### src/rtl/lsu_mem_master.sv
// Load/store initiator for the word-wide data memory port.
// Handles one request at a time. Sub-word stores use read-modify-write. Loads are lane-extracted and extended.
module lsu_mem_master #(
   parameter int TAG_W = 4
) (
   input  logic             clk,
   input  logic             rst,
   input  logic             req_valid,
   output logic             req_ready,
   input  logic             req_is_store,
   input  logic [2:0]       req_funct3,
   input  logic [31:0]      req_addr,
   input  logic [31:0]      req_wdata,
   input  logic [TAG_W-1:0] req_tag,
   output logic             resp_valid,
   input  logic             resp_ready,
   output logic [31:0]      resp_rdata,
   output logic [TAG_W-1:0] resp_tag,
   output logic             resp_misaligned,
   output logic             mem_read_en,
   output logic             mem_write_en,
   output logic [31:0]      mem_address,
   output logic [31:0]      mem_write_data,
   input  logic [31:0]      mem_read_data
);

   typedef enum logic [2:0] {
      IDLE,
      LOAD,
      RMW_RD,
      WRITE,
      RESP
   } state_t;

   state_t state, state_next;

   logic [2:0]       lat_funct3;
   logic [31:0]      lat_addr;
   logic [31:0]      lat_wdata;
   logic [31:0]      merge_word;
   logic [31:0]      rdata_q;
   logic [TAG_W-1:0] tag_q;
   logic             mis_q;

   logic             req_fault;
   logic [31:0]      shifted;
   logic [31:0]      load_ext;
   logic [31:0]      merged;

   // Alignment and funct3 legality are judged on the incoming request so a fault skips memory entirely.
   always_comb begin
      req_fault = 1'b0;
      if (req_is_store) begin
         case (req_funct3)
            3'b000:  req_fault = 1'b0;
            3'b001:  req_fault = req_addr[0];
            3'b010:  req_fault = |req_addr[1:0];
            default: req_fault = 1'b1;
         endcase
      end else begin
         case (req_funct3)
            3'b000, 3'b100: req_fault = 1'b0;
            3'b001, 3'b101: req_fault = req_addr[0];
            3'b010:         req_fault = |req_addr[1:0];
            default:        req_fault = 1'b1;
         endcase
      end
   end

   always_comb begin
      shifted  = mem_read_data >> {lat_addr[1:0], 3'b000};
      load_ext = mem_read_data;
      case (lat_funct3)
         3'b000:  load_ext = {{24{shifted[7]}}, shifted[7:0]};
         3'b100:  load_ext = {24'h000000, shifted[7:0]};
         3'b001:  load_ext = {{16{shifted[15]}}, shifted[15:0]};
         3'b101:  load_ext = {16'h0000, shifted[15:0]};
         default: load_ext = mem_read_data;
      endcase
   end

   // Overlay the store data onto the lane addressed by the low address bits.
   always_comb begin
      merged = mem_read_data;
      if (lat_funct3 == 3'b000) begin
         case (lat_addr[1:0])
            2'd0:    merged[7:0]   = lat_wdata[7:0];
            2'd1:    merged[15:8]  = lat_wdata[7:0];
            2'd2:    merged[23:16] = lat_wdata[7:0];
            default: merged[31:24] = lat_wdata[7:0];
         endcase
      end else begin
         if (lat_addr[1]) merged[31:16] = lat_wdata[15:0];
         else             merged[15:0]  = lat_wdata[15:0];
      end
   end

   always_comb begin
      state_next     = state;
      req_ready      = 1'b0;
      resp_valid     = 1'b0;
      mem_read_en    = 1'b0;
      mem_write_en   = 1'b0;
      mem_address    = 32'h0;
      mem_write_data = 32'h0;
      if (state != IDLE) mem_address = {2'b00, lat_addr[31:2]};
      case (state)
         IDLE: begin
            req_ready = 1'b1;
            if (req_valid) begin
               if (req_fault)                  state_next = RESP;
               else if (!req_is_store)         state_next = LOAD;
               else if (req_funct3 == 3'b010)  state_next = WRITE;
               else                            state_next = RMW_RD;
            end
         end
         LOAD: begin
            mem_read_en = 1'b1;
            state_next  = RESP;
         end
         RMW_RD: begin
            mem_read_en = 1'b1;
            state_next  = WRITE;
         end
         WRITE: begin
            mem_write_en   = 1'b1;
            mem_write_data = (lat_funct3 == 3'b010) ? lat_wdata : merge_word;
            state_next     = RESP;
         end
         RESP: begin
            resp_valid = 1'b1;
            if (resp_ready) state_next = IDLE;
         end
         default: state_next = IDLE;
      endcase
   end

   always_ff @(posedge clk) begin
      if (!rst) begin
         state      <= IDLE;
         lat_funct3 <= 3'b000;
         lat_addr   <= 32'h0;
         lat_wdata  <= 32'h0;
         merge_word <= 32'h0;
         rdata_q    <= 32'h0;
         tag_q      <= '0;
         mis_q      <= 1'b0;
      end else begin
         state <= state_next;
         case (state)
            IDLE: begin
               if (req_valid) begin
                  lat_funct3 <= req_funct3;
                  lat_addr   <= req_addr;
                  lat_wdata  <= req_wdata;
                  rdata_q    <= 32'h0;
                  tag_q      <= req_tag;
                  mis_q      <= req_fault;
               end
            end
            LOAD:    rdata_q    <= load_ext;
            RMW_RD:  merge_word <= merged;
            default: ;
         endcase
      end
   end

   assign resp_rdata      = rdata_q;
   assign resp_tag        = tag_q;
   assign resp_misaligned = mis_q;

endmodule

### config.mk
export PLATFORM = sky130hd
export DESIGN_NAME = lsu_mem_master
export DESIGN_NICKNAME = d
export VERILOG_FILES = /design/src/rtl/lsu_mem_master.sv
export SDC_FILE = /design/constraint.sdc
export NUM_CORES = 1
export LEC_CHECK = 0
export CAP_MARGIN = 10
export CELL_PAD_IN_SITES_DETAIL_PLACEMENT = 0
export CELL_PAD_IN_SITES_GLOBAL_PLACEMENT = 1
export CORE_AREA = 2 2 166 128
export CTS_CLUSTER_SIZE = 30
export DETAILED_ROUTE_END_ITERATION = 8
export DIE_AREA = 0 0 168 130
export GPL_TIMING_DRIVEN = 0
export PLACE_DENSITY = 0.82
export SLEW_MARGIN = 20
export SYNTH_ARGS = -nofsm -noshare
export SYNTH_HDL_FRONTEND = slang
export SYNTH_SLANG_ARGS = --single-unit
### constraint.sdc
create_clock -name clk -period 1.8 [get_ports clk]
set_input_delay 0.27 -clock clk [delete_from_list [all_inputs] [get_ports clk]]
set_output_delay 0.27 -clock clk [all_outputs]
set_load 0.01 [all_outputs]
==> results of run 1 <==
synth_stat cells, types with 11 or more instances:
cell / number
nand2_1: 233
dfxtp_1: 139
a21oi_1: 137
o21ai_0: 38
clkbuf_1: 36
nor2b_1: 34
inv_1: 21
mux2i_1: 18
a221o_1: 17
a221oi_1: 17
buf_2: 15
buf_6: 11
nor2_1: 11
cell usage in the layout (no fill, tap or decap), types with 9 or more instances in the layout:
master | netlist | routed
a21oi_1 | 137 | 103
o21ai_0 | 38 | 36
nand2_4 | 0 | 20
a21oi_4 | 1 | 13
a21oi_2 | 0 | 22
nor2b_1 | 34 | 22
buf_6 | 11 | 41
clkbuf_1 | 36 | 20
dfxtp_1 | 139 | 133
clkbuf_2 | 1 | 11
buf_2 | 15 | 49
nand2_1 | 233 | 199
clkdlybuf4s50_1 | 0 | 143
buf_4 | 9 | 28
a221oi_1 | 17 | 17
clkbuf_16 | 0 | 21
mux2i_1 | 18 | 17
a221o_1 | 17 | 17
a311oi_1 | 9 | 9
nor2b_4 | 0 | 10
nand2_2 | 0 | 13
inv_1 | 21 | 21
layout make-up:
type,count,area share [%]
buffer,69,5.41
multi-input combinational,600,36.6
clock buffer,22,4.44
sequential,139,26.8
tap,264,3.16
inverter,22,0.789
timing repair buffer,247,22.2
clock inverter,8,0.682
worst min-delay path: stages:
cell      delay (ps)
clkbuf_1         250
o21ai_0          160
a221oi_1          60
routing by layer:
layer	part of all wire, %	vias up
met1	46	3356
li1	-	3435
met4	1.6	2
met5	0.069	-
met3	11	40
met2	42	335
report_power, final:
part	internal [mW]	total, mW	leakage, nW	switching (mW)
combinational	0.898	1.88	2.82	0.977
sequential	3.25	3.40	1.14	0.151
clock	1.95	3.26	0.265	1.32
total	6.10	8.54	4.22	2.45
flip-flops by register name, indices dropped and copies added, names as in the netlist:
register / cells
lat_addr: 32
state: 3
resp_misaligned: 1
lat_funct3: 3
lat_wdata: 32
resp_rdata: 32
resp_tag: 4
merge_word: 32
stage by stage:
stage / cells / instance area, sq um / util, % / total power [mW]
2_1_floorplan: 836 / 6560 / - / 4.24
3_3_place_gp: 1309 / 8980 / 43.9 / 4.94
3_5_place_dp: 1309 / 8980 / 43.9 / 4.94
4_1_cts: 1363 / 9910 / 48.5 / 8.43
5_1_grt: 1371 / 10500 / 51.2 / 8.92
6_report: 1371 / 10500 / 51.2 / 8.54
repair_timing:
action / 4_1_cts / 5_1_grt
gates resized for setup: 382 / 135
gates cloned: 4 / 2
setup buffers: 22 / 11
endpoints found under the setup margin: 153 / 190
pin swaps: 18 / 49
logic make-up (layout without fill, tap and decap cells):
kind of cell              after synthesis  after routing  share of synthesized area, %
DFF                                   139            139                          42.5
muxes                                  20             20                          3.27
and+or+nand+nor                       309            309                          20.7
xor gates and xnor gates                1              1                         0.134
buffers and inverters                  97            368                          7.64
other                                   1              2                        0.0572
AOI/OAI and AO/OA                     268            268                          25.7
path summary, 6_finish.rpt:
path	startpoint	end	slack [ps]	cells after the start
worst min-delay path	rst	merge_word[8]	380	3
worst max register to register	lat_funct3[1]	resp_rdata[13]	-20	5
worst min register to register	lat_addr[2]	lat_addr[2]	450	2
worst max-delay path	lat_funct3[2]	mem_write_data[15]	-230	7
==> flow_summary_export.csv, run 1 <==
group,metric,value,unit
placed_design,portBuffers,209,
yosys,synth_edf_count,0,
cells_and_area,seqCellArea,0.00280,sq mm
die,rows,46,
global_routing,grt_util_met1,32.7,%
sta,layout_min_cycle_time,2030,ps
cells_and_area,multiInputGateArea,0.00383,sq mm
clocking,clk_path_buf_depth,2,
worst_setup_path,max_stage_delay,360,ps
yosys,ys_seq_area_share,42.5,%
drt,vias_per_cell,5.23,
sta,setup_violations,54,
sta,max_slew_margin,58.4,%
global_routing,grt_busiest_layer,"met2",
global_routing,grt_max_degree,17,
yosys,avgSynthCellArea,7.85,sq um
drt,route.detailed.drc,0,
die,ios,213,
sta,rsz0062_at_grt,"yes",
status,violations,"setup timing",
worst_setup_path,critPathBufInv,3,
placed_design,pre_cts_ws,-742,ps
cells_and_area,fillerInstances,1969,
cells_and_area,antenna_cells,0,
cells_and_area,drive_gt1_share,25.9,%
worst_setup_path,path_cells,"nor2_4, and2_4, buf_12, buf_8, nand2_2, a21oi_4, buf_6",
clocking,clock-sinks,139,
yosys,ys_warn_count,0,
sta,hold_viol,0,
clocking,cts_tree,"done",
worst_setup_path,crit_required,1530,ps
sta,worst_slew_pin_slew,624,ps
clocking,clkTransAtPathRegs,60,ps
die,coreArea,0.0204,sq mm
yosys,synth_seq_cells,139,
yosys,synth_async_sr_flop_share,0,%
worst_setup_path,slowest_stage,"dfxtp_4",
sta,tns,-6650,ps
global_routing,antenna_found_initial,1,
global_routing,grt_first_pass_wirelength,39000,um
drt,wirelength,26100,um
die,die_w,168,um
drt,antenna_left,0,
sta,fin_skew,11.2,ps
drt,wl_per_cell,19.0,um
pwr,p_leak,4.22,nW
global_routing,met2_usage,34.4,%
yosys,syn_area,0.00655,sq mm
worst_setup_path,endpoint_kind,"output port",
global_routing,grt_usage,23.4,%
min_path,min_path_type,"in -> reg",
placed_design,dpl.hpwl,19000,um
worst_setup_path,critPathKind,"reg -> out",
sta,final.setup.worst_slack,-231,ps
drt,vias,7168,
worst_setup_path,worstSetupStartpointType,"flop",
die,start_util,32.1,%
clocking,ctsHtreeMaxLevel,4,
yosys,synth.area.top_cells,"dfxtp_1, nand2_1, a21oi_1, nor2b_1, o21ai_0",
die,dieHeight,130,um
die,dieArea,0.0218,sq mm
global_routing,grt_overflow,0,
yosys,synth_top_area_cell,"dfxtp_1",
yosys,synth_cell_types,52,
yosys,synthCells,835,
pwr,peakVddDrop,472,uV
worst_setup_path,cp_max_fo,5,
sta,period_share,113,%
clocking,hold_buffers,0,
global_routing,grt_util_met3,8.07,%
cells_and_area,syn2layout_area_growth,59.7,%
sta,fmax,492,MHz
pwr,power.density,817,mW/mm^2
sta,slew_violations,0,
yosys,yosysTopAreaCellShare,42.5,%
worst_setup_path,cp.arrival,1760,ps
global_routing,grt_pass1_vias,6895,
yosys,ys_dominant_reg_cell,"dfxtp_1",
worst_setup_path,cp_top_family,"buffers and inverters",
clocking,root_buffer,"clkbuf_16",
clocking,cts_buffers,17,
drt,drtIter0Drc,690,
clocking,clk_latency,420,ps
flow_run,maxCapViolations,0,
drt,firstDrtPassIters,7,
status,status,"complete, but fails checks",
placed_design,gp_congestion,0.920,
cells_and_area,nets,1204,
sta,holdWs,378,ps
(Power assumes the default switching activity.)
==> run 2, diff against run 1 <==
Settings changed: SKIP_LAST_GASP set to 1.
==> run 2 against run 1 <==
  * The run still ends with setup timing left
  * Final cell count is 0.22% lower
  * Total power is 0.16% lower
  * Global-route usage hardly changed
  * Combinational power hardly changed
  * Fmax is 0.78% higher
  * Flip-flop and latch count stayed put
  * Worst setup slack better by 16 ps
  * Critical endpoint unchanged
  * Critical path type unchanged
  * Register-to-register slack hardly changed
  * Highest routed layer unchanged
  * Hold slack worse by 5.0 ps
==> flow_summary_export.csv, run 2 (same netlist as run 1, synthesis figures left out) <==
group,metric,value,unit
status,status,"complete, but fails checks",
worst_setup_path,r2r-start,"lat_funct3[1]",
sta,slew_violations,0,
die,coreArea,0.0204,sq mm
cells_and_area,drive_gt1_share,25.6,%
clocking,clk_path_buf_depth,2,
sta,layout_min_cycle_time,2020,ps
worst_setup_path,worstSetupStartpointType,"flop",
drt,route.detailed.drc,0,
placed_design,dpl.hpwl,19000,um
clocking,clock-sinks,139,
clocking,root_buffer,"clkbuf_16",
sta,holdWs,373,ps
status,violations,"setup timing",
flow_run,maxCapViolations,0,
clocking,ctsHtreeMaxLevel,4,
die,start_util,32.1,%
min_path,min_path_type,"in -> reg",
cells_and_area,syn2layout_area_growth,59.3,%
clocking,hold_buffers,0,
sta,rsz0062_at_grt,"yes",
worst_setup_path,critPathCapture,"mem_write_data[15]",
worst_setup_path,endpoint_kind,"output port",
drt,vias_per_cell,5.23,
drt,antenna_left,0,
cells_and_area,layout_common_cells,"nand2_1, clkdlybuf4s50_1, dfxtp_1",
drt,wirelength,26100,um
worst_setup_path,cp_max_fo,5,
worst_setup_path,crit_required,1530,ps
cells_and_area,nets,1201,
clocking,cts_buffers,17,
drt,wl_per_cell,19.1,um
placed_design,gp_congestion,0.920,
global_routing,grt_overflow,0,
pwr,p_leak,4.21,nW
sta,fmax,496,MHz
placed_design,pre_cts_ws,-742,ps
sta,fin_skew,10.8,ps
cells_and_area,final_cells,1368,
die,rows,46,
clocking,clkTransAtPathRegs,60,ps
clocking,clk_latency,420,ps
global_routing,grt_pass1_vias,6892,
placed_design,portBuffers,209,
sta,period_share,112,%
die,dieHeight,130,um
sta,final.setup.worst_slack,-215,ps
global_routing,grt_usage,23.5,%
die,die_w,168,um
cells_and_area,final_area,0.0104,sq mm
clocking,cts_tree,"done",
drt,drtIter0Drc,680,
placed_design,dp.cells,1309,
cells_and_area,fillerInstances,1980,
cells_and_area,antenna_cells,0,
worst_setup_path,rrSetupSlack,-10,ps
pwr,finalPower,8.53,mW
cells_and_area,final_common_cell,"nand2_1",
sta,worst_slew_pin_slew,604,ps
worst_setup_path,worstSetupStartpoint,"lat_funct3[2]",
pwr,peakVddDrop,466,uV
die,dieArea,0.0218,sq mm
worst_setup_path,reg2reg_depth,5,
sta,tns,-6400,ps
global_routing,grt_max_degree,17,
placed_design,placed_cell_area,0.00898,sq mm
sta,hold_viol,0,
worst_setup_path,critPathKind,"reg -> out",
global_routing,grt_first_pass_wirelength,39000,um
die,ios,213,
sta,max_slew_margin,59.7,%
pwr,power.density,817,mW/mm^2
drt,firstDrtPassIters,5,
cells_and_area,utilization,51.1,%
worst_setup_path,r2r-end,"resp_rdata[12]",
global_routing,antenna_found_initial,1,
sta,setup_violations,54,
drt,vias,7157,
worst_setup_path,cp.arrival,1750,ps
-- run 2: worst min-delay path by stage --
stage	from	endpoint	slack, ps	cells after the start
2_1_floorplan	req_addr[10]	lat_addr[10]	410	2
3_3_place_gp	lat_addr[4]	lat_addr[4]	440	2
5_1_grt	req_addr[23]	lat_addr[23]	390	3
3_5_place_dp	lat_addr[15]	lat_addr[15]	440	2
6_report	rst	merge_word[31]	370	3
4_1_cts	rst	merge_word[31]	350	3
-- run 2: cell type report --
class	instances	area (sq um)	area share, %
inverter	22	82.6	0.791
timing repair buffer	245	2310	22.1
clock buffer	22	464	4.45
sequential	139	2800	26.9
multi-input combinational	600	3830	36.7
buffer	68	547	5.24
tap	264	330	3.17
clock inverter	8	71.3	0.683
-- run 2: report_power, final --
part | leakage, nW | switching [mW] | total [mW] | internal [mW]
Combinational | 2.81 | 0.975 | 1.86 | 0.887
Sequential | 1.14 | 0.153 | 3.40 | 3.25
Clock | 0.265 | 1.32 | 3.26 | 1.95
-- run 2: critical path, cell delays in order, from the launching register on --
cell	delay, ps
dfxtp_4	360
nor2_4	110
and2_4	180
buf_12	140
buf_8	130
nand2_2	70
a21oi_4	180
buf_6	130
-- run 2: what timing repair did --
action	in CTS	in global routing
endpoints found under the setup margin	153	198
gates resized for setup	378	138
gates cloned	4	2
pin swaps	18	47
setup buffers	22	10
-- run 2: layer usage --
layer | up-vias | track usage, % | wire length (um)
li1 | 3431 | - | -
met1 | 3380 | 32.7 | 12000
met2 | 307 | 34.6 | 11100
met3 | 35 | 7.92 | 2550
met4 | 4 | 6.50 | 374
met5 | - | 0 | 72
==> run 3, diff against run 2 <==
Settings changed: CTS_BUF_LIST set to sky130_fd_sc_hd__clkbuf_16.
==> run 3 against run 2 <==
  * The run still ends with setup timing left
  * Hold slack worse by 20 ps
  * Non-clock buffer count decreased by 1
  * Combinational power about the same
  * Worst setup slack got worse by 7.7 ps
  * Design area increased by 0.67%
  * Via count shrank 0.41%
  * Fmax shrank 0.38%
  * Total power decreased by 0.84%
  * Sequential power barely moved
  * Critical path type unchanged
  * Largest cell class unchanged
==> flow_summary_export.csv, run 3 (same netlist as run 1, synthesis figures left out) <==
group,metric,value,unit
placed_design,gp_congestion,0.920,
placed_design,portBuffers,209,
clocking,cts_buffers,17,
worst_setup_path,slowest_stage,"dfxtp_4",
global_routing,grt_pass1_vias,6879,
worst_setup_path,endpoint_kind,"output port",
cells_and_area,antenna_cells,0,
worst_setup_path,cp.arrival,1750,ps
die,start_util,32.1,%
worst_setup_path,cp_max_fo,5,
global_routing,grt_overflow,0,
clocking,clkTransAtPathRegs,60,ps
cells_and_area,layout_common_cells,"nand2_1, clkdlybuf4s50_1, dfxtp_1",
global_routing,grt_max_degree,17,
sta,hold_viol,0,
die,coreArea,0.0204,sq mm
die,rows,46,
placed_design,dpl.hpwl,19000,um
sta,final.setup.worst_slack,-223,ps
clocking,ctsHtreeMaxLevel,4,
clocking,root_buffer,"clkbuf_16",
drt,wirelength,26100,um
drt,antenna_left,0,
worst_setup_path,path_cells,"nor2_4, and2_4, buf_12, buf_12, nand2_2, a21oi_4, buf_6",
global_routing,antenna_found_initial,1,
drt,drtIter0Drc,647,
status,violations,"setup timing",
pwr,peakVddDrop,472,uV
sta,rsz0062_at_grt,"yes",
global_routing,grt_usage,23.4,%
sta,fin_skew,11.1,ps
drt,firstDrtPassIters,6,
die,die_w,168,um
sta,fmax,494,MHz
drt,vias_per_cell,5.21,
worst_setup_path,crit_required,1530,ps
worst_setup_path,max_stage_delay,360,ps
cells_and_area,nets,1200,
drt,wl_per_cell,19.1,um
clocking,clk_path_buf_depth,2,
cells_and_area,utilization,51.4,%
flow_run,maxCapViolations,0,
worst_setup_path,worstSetupStartpointType,"flop",
die,dieArea,0.0218,sq mm
clocking,clock-sinks,139,
cells_and_area,syn2layout_area_growth,60.4,%
die,ios,213,
clocking,cts_tree,"done",
clocking,clk_latency,420,ps
cells_and_area,final_common_cell,"nand2_1",
sta,worst_slew_pin_slew,602,ps
sta,slew_violations,0,
sta,setup_violations,53,
drt,vias,7128,
sta,max_slew_margin,59.9,%
sta,layout_min_cycle_time,2020,ps
sta,period_share,112,%
worst_setup_path,cp_common_cell,"buf_12",
cells_and_area,drive_gt1_share,25.7,%
sta,holdWs,352,ps
pwr,p_leak,4.27,nW
status,status,"complete, but fails checks",
die,dieHeight,130,um
min_path,min_path_type,"in -> reg",
worst_setup_path,critPathKind,"reg -> out",
pwr,power.density,805,mW/mm^2
drt,route.detailed.drc,0,
global_routing,grt_first_pass_wirelength,38900,um
run 3: cell types whose count changed in the layout (fill, tap and decap cells not counted), sizes merged:
cell | previous run | this run
buf | 130 | 129
clkinv | 6 | 9
clkdlybuf4s15 | 0 | 1
clkbuf | 60 | 55
inv | 22 | 24
dlygate4sd2 | 2 | 1
run 3: final cells by class:
cell class                      instances  area (sq um)
Multi-Input combinational cell        600          3880
Buffer                                 68           551
Clock inverter                         13          90.1
Fill cell                            1955          9930
Clock buffer                           17           425
Sequential cell                       139          2800
Inverter                               22          87.6
Tap cell                              264           330
Timing Repair Buffer                  244          2340
run 3: worst max-delay path, delay by kind of cell (launching register included):
family	cells	cell delay (ps)
AO/OA/AOI/OAI	1	180
buffers and inverters	3	410
flip-flops	1	360
AND/OR/NAND/NOR	3	360
run 3: what timing repair did:
| action | in CTS | in global routing |
|---|---|---|
| setup endpoints to repair | 153 | 198 |
| gates cloned | 4 | 3 |
| hold buffers | 0 | 0 |
| buffers inserted | 21 | 9 |
| pin swaps | 18 | 53 |
| resized for setup | 378 | 157 |
run 3: path summary, 6_finish.rpt:
check / to / start / slack [ps] / cells past startpoint
setup / recovery: mem_write_data[15] / lat_funct3[2] / -220 / 7
hold / removal: merge_word[31] / rst / 350 / 3
setup reg to reg: resp_rdata[12] / lat_funct3[1] / 0 / 5
hold reg to reg: lat_addr[2] / lat_addr[2] / 450 / 2
run 3: power breakdown:
group,internal [mW],switching (mW),leakage (nW)
registers,3.25,0.158,1.14
logic,0.896,0.980,2.86
clock network,1.84,1.33,0.267
total,5.99,2.47,4.27
run 3: per-layer routing:
| metal | GRT usage, % | vias up | wire [um] |
|---|---|---|---|
| met2 | 34.6 | 320 | 11000 |
| met5 | 0 | - | 13 |
| met1 | 32.6 | 3351 | 12200 |
| li1 | - | 3425 | - |
| met4 | 6.60 | 2 | 332 |
| met3 | 7.55 | 30 | 2490 |
run 3: per-stage QoR:
step	area, sq um	setup slack [ps]	std cells	setup TNS [ps]	power (mW)
after floorplan	6560	272	836	0	4.24
after global placement	8980	-731	1309	-50680	4.94
after detailed placement	8980	-742	1309	-52060	4.94
after CTS	9870	-265	1362	-9330	8.32
after global routing	10500	-264	1367	-9390	8.81
final	10500	-223	1367	-6580	8.46
